[src/rtl/fetch_unit.sv]
`timescale 1ns/1ps
// fetch_unit: in-order instruction fetch feeding decode through an FQ_DEPTH-entry queue,
// with redirect flush and late-response discard. Define FETCH_PERF_CNT_EN for perf counters.
module fetch_unit #(
    parameter int unsigned        BIN_DIG  = 32,
    parameter int unsigned        FQ_DEPTH = 4,
    parameter logic [BIN_DIG-1:0] RESET_PC = '0
) (
    input  logic               CLK,
    input  logic               RST,
    output logic               imem_req_valid,
    output logic [BIN_DIG-1:0] imem_req_addr,
    input  logic               imem_req_ready,
    input  logic               imem_rsp_valid,
    input  logic [BIN_DIG-1:0] imem_rsp_data,
    output logic               dec_valid,
    output logic [BIN_DIG-1:0] dec_pc,
    output logic [BIN_DIG-1:0] dec_inst,
    input  logic               dec_ready,
    input  logic               redirect_valid,
    input  logic [BIN_DIG-1:0] redirect_pc
`ifdef FETCH_PERF_CNT_EN
    ,
    output logic [31:0]        perf_fetched,
    output logic [31:0]        perf_stall
`endif
);

    localparam int unsigned        PW         = $clog2(FQ_DEPTH);
    localparam int unsigned        CW         = $clog2(FQ_DEPTH + 1);
    localparam int unsigned        SW         = CW + 1;
    localparam logic [BIN_DIG-1:0] ALIGN_MASK = ~BIN_DIG'(3);
    localparam logic [BIN_DIG-1:0] PC_STEP    = BIN_DIG'(4);

    logic [BIN_DIG-1:0] r_fetch_pc;
    logic [BIN_DIG-1:0] r_rsp_pc;
    logic [CW-1:0]      r_count;
    logic [CW-1:0]      r_outstanding;
    logic [CW-1:0]      r_discard_cnt;
    logic [PW-1:0]      r_head;
    logic [PW-1:0]      r_tail;
    logic [BIN_DIG-1:0] r_q_pc   [FQ_DEPTH];
    logic [BIN_DIG-1:0] r_q_inst [FQ_DEPTH];

    logic [SW-1:0]      w_inflight;
    logic [CW-1:0]      w_out_next;
    logic [BIN_DIG-1:0] w_redirect_pc;
    logic               w_accept;
    logic               w_discard;
    logic               w_push;
    logic               w_pop;

    // NOTE: every signal written in always_comb gets a default first, so no latch is inferred.
    always_comb begin
        w_inflight     = SW'(r_count) + SW'(r_outstanding);
        w_redirect_pc  = redirect_pc & ALIGN_MASK;
        imem_req_valid = 1'b0;
        dec_valid      = 1'b0;
        dec_pc         = '0;
        dec_inst       = '0;
        // RST gates the request directly: silent in reset, first request right after release.
        if (RST && !redirect_valid && (w_inflight < SW'(FQ_DEPTH))) begin
            imem_req_valid = 1'b1;
        end
        if (r_count != '0) begin
            dec_valid = 1'b1;
            dec_pc    = r_q_pc[r_head];
            dec_inst  = r_q_inst[r_head];
        end
    end

    assign imem_req_addr = r_fetch_pc;
    assign w_accept      = imem_req_valid && imem_req_ready;
    assign w_pop         = dec_valid && dec_ready;
    assign w_discard     = imem_rsp_valid && (r_discard_cnt != '0);
    assign w_push        = imem_rsp_valid && !w_discard && !redirect_valid;
    assign w_out_next    = r_outstanding + CW'(w_accept) - CW'(imem_rsp_valid);

    // NOTE: sequential state uses non-blocking assignments so every flop samples pre-edge values.
    always_ff @(posedge CLK or negedge RST) begin
        if (!RST) begin
            r_fetch_pc    <= RESET_PC & ALIGN_MASK;
            r_rsp_pc      <= RESET_PC & ALIGN_MASK;
            r_count       <= '0;
            r_outstanding <= '0;
            r_discard_cnt <= '0;
            r_head        <= '0;
            r_tail        <= '0;
        end else begin
            r_outstanding <= w_out_next;
            if (redirect_valid) begin
                // Everything still in flight, minus a response landing now, is stale.
                r_fetch_pc    <= w_redirect_pc;
                r_rsp_pc      <= w_redirect_pc;
                r_count       <= '0;
                r_head        <= '0;
                r_tail        <= '0;
                r_discard_cnt <= w_out_next;
            end else begin
                if (w_accept) begin
                    r_fetch_pc <= r_fetch_pc + PC_STEP;
                end
                if (w_discard) begin
                    r_discard_cnt <= r_discard_cnt - CW'(1);
                end
                if (w_push) begin
                    r_tail   <= r_tail + PW'(1);
                    r_rsp_pc <= r_rsp_pc + PC_STEP;
                end
                if (w_pop) begin
                    r_head <= r_head + PW'(1);
                end
                r_count <= r_count + CW'(w_push) - CW'(w_pop);
            end
        end
    end

    // NOTE: queue storage has no reset; r_count alone decides which entries are meaningful.
    always_ff @(posedge CLK) begin
        if (w_push) begin
            r_q_pc[r_tail]   <= r_rsp_pc;
            r_q_inst[r_tail] <= imem_rsp_data;
        end
    end

`ifdef FETCH_PERF_CNT_EN
    logic [31:0] r_perf_fetched;
    logic [31:0] r_perf_stall;

    always_ff @(posedge CLK or negedge RST) begin
        if (!RST) begin
            r_perf_fetched <= '0;
            r_perf_stall   <= '0;
        end else begin
            if (w_pop && (r_perf_fetched != '1)) begin
                r_perf_fetched <= r_perf_fetched + 32'd1;
            end
            if (dec_ready && !dec_valid && !redirect_valid && (r_perf_stall != '1)) begin
                r_perf_stall <= r_perf_stall + 32'd1;
            end
        end
    end

    assign perf_fetched = r_perf_fetched;
    assign perf_stall   = r_perf_stall;
`endif

endmodule

[config.mk]
export PLATFORM = sky130hd
export DESIGN_NAME = fetch_unit
export DESIGN_NICKNAME = d
export VERILOG_FILES = /design/src/rtl/fetch_unit.sv
export SDC_FILE = /design/constraint.sdc
export NUM_CORES = 1
export LEC_CHECK = 0
export ABC_CLOCK_PERIOD_IN_PS = 3000
export CAP_MARGIN = 20
export CORE_AREA = 5 5 242 173
export CTS_CLUSTER_DIAMETER = 200
export CTS_CLUSTER_SIZE = 8
export DETAILED_ROUTE_END_ITERATION = 6
export DIE_AREA = 0 0 247 178
export GPL_TIMING_DRIVEN = 0
export SYNTH_ARGS = -nofsm -noshare
export SYNTH_HDL_FRONTEND = slang
export SYNTH_SLANG_ARGS = --single-unit
[constraint.sdc]
create_clock -name CLK -period 3 [get_ports CLK]
set_input_delay 0.6 -clock CLK [delete_from_list [all_inputs] [get_ports CLK]]
set_output_delay 0.6 -clock CLK [all_outputs]
set_load 0.01 [all_outputs]
==> impl_metrics.py, run 1 <==
metrics = {
    "timing": {
        "rsz0062_at_grt": "yes",
        "clock_skew_ns": 0.0171,
        "hold_violations": 0,
        "finalCriticalPeriod_ns": 2.95,
        "setup_slack_ns": 0.0536,
        "setup_viol": 0,
        "fin_crit_sh_pct": 98.2,
        "finalMaxSlewViolations": 0,
        "fmax_mhz": 339,
        "max_slew_margin_pct": 51.5,
        "worstMarginPinSlew_ns": 0.722,
    },
    "die": {
        "dieArea_um2": 44000,
        "start_util_pct": 34.5,
        "rows": 61,
        "die_width_um": 247,
        "ios": 168,
        "die_h_um": 178,
        "core_um2": 39300,
    },
    "worst_setup_path": {
        "critPathMaxStageDelay_ns": 0.51,
        "start_kind": "register",
        "worst-endpoint-required_ns": 2.40,
        "crit_buf_inv": 5,
        "cpMaxStageDelayCell": "dfrtp_4",
        "cp-end-kind": "primary output",
        "crit_arrival_ns": 2.35,
        "cp-startpoint": "r_head[0]",
        "cp_max_fo": 6,
        "path_class": "register to primary output",
        "r2r-start": "r_count[2]",
        "worstPathCellList": "buf_4 -> buf_12 -> buf_12 -> buf_4 -> mux4_2 -> and2_1 -> buf_2",
        "crit_family": "buffers and inverters",
    },
    "placement": {
        "placement.cell_area_um2": 16000,
        "pre_cts_ws_ns": -0.393,
        "place.gp.congestion": 0.846,
        "numPortBuffers": 160,
        "dp.cells": 1551,
        "post-dp-hpwl_mm": 22.1,
    },
    "worst_hold_path": {
        "hold_class": "input pin to register",
        "hold_start": "redirect_valid",
    },
    "layout": {
        "final_area_um2": 17600,
        "layout-drive-gt1-share_pct": 18.3,
        "final_cell_count_no_fill": 1642,
        "mostFrequentLayoutCell": "edfxtp_1",
        "nNetsFinal": 1167,
        "layout_common_cells": "edfxtp_1, clkdlybuf4s50_1, dfrtp_1, and2_1, mux4_2",
        "fillerInstances": 3466,
        "antenna_cells": 0,
        "area_delta_synth_final_pct": 29.7,
    },
    "global_route": {
        "grt_pass1_wl_mm": 50.5,
        "track_usage_pct": 15.0,
        "grt.overflow.total": 0,
        "grt_pass1_vias": 8469,
        "grt_max_degree": 62,
        "antenna_found_initial": 0,
    },
    "flow_run": {
        "cap_violations": 0,
    },
    "logic_synthesis": {
        "yosysSeqAreaShare_pct": 68.4,
        "yosys_warnings": 0,
        "syn-cell-area_um2": 13600,
        "synth_top_area_share_pct": 54.9,
        "async_reset_ff_share_pct": 22.7,
        "synth-seq-cells": 321,
        "syn_avg_cell_area_um2": 16.0,
        "ys_top_cells_by_area": "edfxtp_1, dfrtp_1, mux4_2, and2_1, nand2_1",
        "syn_inst": 848,
        "synth_top_area_cell": "edfxtp_1",
        "synthDistinctLibCells": 58,
        "ys.flop_type": "edfxtp_1",
        "synth_edf_count": 248,
    },
    "clocking": {
        "path_clk_slew_ns": 0.05,
        "cts_tree": "done",
        "cts.path.max_buffers": 3,
        "cts_sinks": 321,
        "clkLatencyLatePin_ns": 0.55,
        "cts-root-buf": "clkbuf_16",
        "cts_buffers": 46,
        "htreeDepth": 2,
    },
    "pwr": {
        "switching_power_uw": 3940,
        "p_comb_share_pct": 28.8,
        "clkPwrFrac_pct": 32.8,
        "switching_share_pct": 28.1,
        "powerDensity_nw_per_um2": 799,
        "p_leak_uw": 0.00627,
        "irDropWorstVdd_mv": 0.324,
        "power_frac_seq_pct": 38.4,
        "intPower_uw": 10100,
    },
    "drt": {
        "dr.first_iter.drc_count": 580,
        "wl_per_cell_um": 20.4,
        "wirelength_mm": 33.6,
        "viasPerCell": 4.96,
        "ant_nets": 0,
        "first_pass_iters": 4,
        "drc_errors": 0,
        "route.vias.total": 8142,
    },
    "status": {
        "status": "complete, no violations",
    },
}
power by group through the flow:
| stage | Combinational, uW | Clock (uW) | Sequential [uW] |
|---|---|---|---|
| global placement | 3840 | 0 | 5440 |
| finish | 4040 | 4610 | 5400 |
| floorplan | 2040 | 0 | 5390 |
| CTS | 3970 | 4750 | 5390 |
| global route | 4410 | 4960 | 5430 |
| detailed placement | 3900 | 0 | 5450 |
worst paths after layout:
kind                                      to  slack, ns  cells past startpoint
max reg2reg                 r_discard_cnt[2]       0.08                     13
min reg2reg                imem_req_addr[13]       0.56                      1
max                               dec_pc[18]       0.05                      7
min in group asynchronous   r_outstanding[1]       0.48                      2
min                        imem_req_addr[31]       0.42                      4
max in group asynchronous       r_rsp_pc[30]       1.93                      3
layout make-up:
| cell class | instances | area [um^2] | share of cell area [%] |
|---|---|---|---|
| flip-flops and latches | 321 | 9280 | 52.7 |
| clock inverters | 4 | 42.5 | 0.242 |
| well taps | 535 | 669 | 3.80 |
| multi-input cells | 468 | 4090 | 23.2 |
| clock buffers | 70 | 1240 | 7.05 |
| repair buffers | 185 | 1900 | 10.8 |
| inverters | 19 | 73.8 | 0.419 |
| plain buffers | 40 | 312 | 1.77 |
flip-flops by register name, indices dropped and copies added, names as in the netlist:
signal and flops:
r_q_inst 128, r_q_pc 120, imem_req_addr 30, r_rsp_pc 30
r_count 3, r_discard_cnt 3, r_outstanding 3, r_head 2
r_tail 2
worst register-to-register path, delay by kind of cell, from the launching register on:
kind / cells / cell delay [ns]
XOR/XNOR: 2 / 0.37
flip-flops: 1 / 0.42
adder cells (fa/ha/maj): 4 / 1.07
buffers and inverters: 3 / 0.25
AND/OR/NAND/NOR: 3 / 0.63
AO/OA/AOI/OAI: 1 / 0.09
metal layers:
metal  vias to the layer above  GRT usage, %  wire length (um)
met5                         -             0                 0
met4                         0          3.28               516
met3                        45          4.04              2530
met2                       285          21.9             14500
met1                      4088          22.6             16000
li1                       3724             -                 -
cells in the mapped netlist (8+ instances only):
cell      instances
a21oi_1           8
nand4_1          19
nor2_1           24
o21ai_0          29
xnor2_1          20
and3_1           17
dfrtp_1          73
clkbuf_1         29
and2_1           68
o21ai_1          13
ha_1             14
xor2_1           21
nand2_1          56
nand3_1          31
edfxtp_1        248
mux4_2           62
o211ai_1          8
inv_1            18
metrics by stage:
stage	TNS [ns]	total power, uW	hold slack [ns]	util, %
floorplan	0	7430	0.304	-
global placement	-410.37	9280	0.538	40.3
detailed placement	-40.68	9340	0.494	40.7
CTS	-1.03	14100	0.394	44.4
global route	-0.242	14800	0.424	44.8
finish	0	14100	0.422	44.8
repair_timing:
item	4_1_cts	5_1_grt
hold buffers	1	0
gates resized for setup	102	53
cloned	0	3
setup buffers	10	6
endpoints found under the hold margin	13	0
setup endpoints to repair	65	39
pin swaps	4	3
logic make-up after synthesis:
kind of cell               Yosys count  share of synthesized area [%]
DFF                                321                           68.4
and+or+nand+nor                    256                           10.8
AOI/OAI and AO/OA                   79                           3.54
muxes                               72                           11.1
buffers and inverters               62                           1.96
xor gates and xnor gates            41                           2.65
adders and majority gates           16                           1.59
other                                1                         0.0276
Power figures use the tool's default switching activity.
==> run 2, diff against run 1 <==
- SLEW_MARGIN: not set -> 20
==> run 2 against run 1 <==
Fmax up 0.12%. Die area unchanged. Worst hold slack got worse by 0.36 ns. Clock power about the same. Worst setup slack gained 0.0034 ns. Via count rose by 0.12%. Non-clock buffer count is 12 higher. Power increased by 1.0%. Critical path depth is 1 lower. Wire length grew 0.12%. Critical path type unchanged. Largest cell class unchanged.
==> impl_metrics.py, run 2 (same netlist as run 1, synthesis figures left out) <==
metrics = {
    "die": {
        "die_width_um": 247,
        "core_um2": 39300,
        "ios": 168,
        "die_h_um": 178,
        "rows": 61,
        "start_util_pct": 34.5,
        "dieArea_um2": 44000,
    },
    "global_route": {
        "track_usage_pct": 14.9,
        "grt_pass1_wl_mm": 50.3,
        "grt-busiest-layer": "met1",
        "grt_pass1_vias": 8371,
        "grt_max_degree": 41,
        "grt_use_met1_pct": 22.8,
        "grt.overflow.total": 0,
        "met2_usage_pct": 21.8,
        "grtUsageMet3_pct": 3.61,
        "antenna_found_initial": 0,
    },
    "worst_setup_path": {
        "path_class": "register to primary output",
        "cpMostUsedCell": "buf_12",
        "cpMaxStageDelayCell": "dfrtp_4",
        "worst-endpoint-required_ns": 2.40,
        "cp-end-kind": "primary output",
        "crit_buf_inv": 4,
        "cp_max_fo": 6,
        "worstPathCellList": "buf_12 -> buf_12 -> buf_12 -> mux4_2 -> and2_4 -> dlygate4sd2_1",
        "start_kind": "register",
        "crit_arrival_ns": 2.34,
        "crit_family": "buffers and inverters",
        "critPathMaxStageDelay_ns": 0.49,
    },
    "timing": {
        "setup_viol": 0,
        "hold_violations": 0,
        "worstMarginPinSlew_ns": 0.739,
        "finalMaxSlewViolations": 0,
        "fin_crit_sh_pct": 98.1,
        "clock_skew_ns": 0.0225,
        "finalCriticalPeriod_ns": 2.94,
        "fmax_mhz": 340,
        "max_slew_margin_pct": 50.3,
    },
    "drt": {
        "route.vias.total": 8152,
        "wirelength_mm": 33.6,
        "wl_per_cell_um": 20.3,
        "ant_nets": 0,
        "viasPerCell": 4.93,
        "first_pass_iters": 5,
        "dr.first_iter.drc_count": 625,
        "drc_errors": 0,
    },
    "layout": {
        "top_regs": "r_q_inst x128, r_q_pc x120",
        "layout_common_cells": "edfxtp_1, clkdlybuf4s50_1, dfrtp_1, and2_1, mux4_2",
        "layout-drive-gt1-share_pct": 18.6,
        "largest_reg_flops": 128,
        "seq_area_um2": 9280,
        "area_delta_synth_final_pct": 30.9,
        "final_cell_count_no_fill": 1655,
        "antenna_cells": 0,
        "largest-register": "r_q_inst",
        "multi_input_area_um2": 4080,
        "fillerInstances": 3409,
        "mostFrequentLayoutCell": "edfxtp_1",
        "nNetsFinal": 1179,
        "final_util_pct": 45.2,
    },
    "pwr": {
        "power_frac_seq_pct": 38.1,
        "clkPwrFrac_pct": 32.6,
        "powerDensity_nw_per_um2": 800,
        "switching_power_uw": 3970,
        "intPower_uw": 10200,
        "p_comb_share_pct": 29.3,
        "irDropWorstVdd_mv": 0.352,
        "switching_share_pct": 28.0,
        "p_leak_uw": 0.00676,
    },
    "status": {
        "status": "complete, no violations",
    },
    "clocking": {
        "cts.path.max_buffers": 3,
        "path_clk_slew_ns": 0.06,
        "cts_tree": "done",
        "clkLatencyLatePin_ns": 0.54,
        "htreeDepth": 2,
        "cts_buffers": 46,
        "cts-root-buf": "clkbuf_16",
        "cts_sinks": 321,
    },
    "placement": {
        "numPortBuffers": 160,
        "post-dp-hpwl_mm": 22.2,
        "place.gp.congestion": 0.846,
        "dp.cells": 1551,
    },
    "worst_hold_path": {
        "hold_class": "input pin to async pin",
    },
    "flow_run": {
        "cap_violations": 0,
    },
}
## run 2: cell types whose count changed in the layout (fill, tap and decap cells not counted), moves of 2 or more
cell and delta:
clkbuf_16 -3, and2_4 -2, clkdlybuf4s15_1 -18, clkbuf_2 -6
clkdlybuf4s50_1 -7, and2_1 +2, dlymetal6s2s_1 +33, buf_12 +2
buf_4 +14
## run 2: layout make-up
| class | count | area share, % |
|---|---|---|
| clock inverter | 4 | 0.240 |
| multi-input combinational | 468 | 23.0 |
| tap | 535 | 3.77 |
| timing repair buffer | 197 | 11.6 |
| buffer | 40 | 1.74 |
| inverter | 19 | 0.402 |
| sequential | 321 | 52.3 |
| clock buffer | 71 | 7.01 |
## run 2: metal layers
metal | part of all wire [%] | vias up
met1 | 48 | 4093
li1 | - | 3739
met3 | 7.4 | 49
met5 | 0 | -
met4 | 1.4 | 0
met2 | 43 | 271
## run 2: worst reg2reg max path, cell delays in order (launching register included)
cell and delay (ns):
dfrtp_1 0.42, ha_4 0.27, nor4_4 0.29, and4_1 0.24, buf_6 0.10, inv_2 0.07, ha_1 0.28, inv_1 0.04
ha_1 0.18, fa_1 0.37, xnor2_1 0.14, xnor2_1 0.22, nand2_1 0.10, o21ai_1 0.10
## run 2: timing repair
action,4_1_cts,5_1_grt
buffers inserted,3,29
pin swaps,3,4
endpoints found under the setup margin,65,46
hold buffers,0,0
resized for setup,54,72
## run 2: path summary, 6_finish.rpt
path | depth (start not counted) | slack, ns | start | endpoint
max | 6 | 0.06 | r_head[0] | dec_pc[9]
min | 1 | 0.06 | RST | imem_req_addr[31]
max reg2reg | 13 | 0.10 | r_count[2] | r_discard_cnt[2]
min reg2reg | 1 | 0.56 | imem_req_addr[24] | imem_req_addr[24]
max in group asynchronous | 2 | 2.33 | RST | r_rsp_pc[13]
min in group CLK | 4 | 0.43 | redirect_valid | imem_req_addr[31]
## run 2: power by group through the flow
stage | clock network, uW | logic, uW | registers, uW
after floorplan | 0 | 2040 | 5390
after global placement | 0 | 3840 | 5440
after detailed placement | 0 | 3890 | 5450
after CTS | 4750 | 3990 | 5400
after global routing | 4960 | 4540 | 5440
final | 4630 | 4170 | 5410
## run 2: metrics by stage
stage	setup slack, ns	cell area, um^2	TNS (ns)	total power [uW]	hold slack [ns]
final	0.0570	17800	0	14200	0.0645
after global routing	-0.0183	17800	-0.0376	14900	0.0793
after CTS	-0.135	17400	-4.50	14100	0.0500
after global placement	-3.03	15900	-410.37	9280	0.538
after floorplan	0.227	13600	0	7430	0.304
after detailed placement	-0.350	16000	-40.85	9340	0.538
==> run 3, diff against run 2 <==
- SLEW_MARGIN: 20 -> not set
==> results of run 3 <==
Final layout, timing and power as in run 1 (identical DEF).
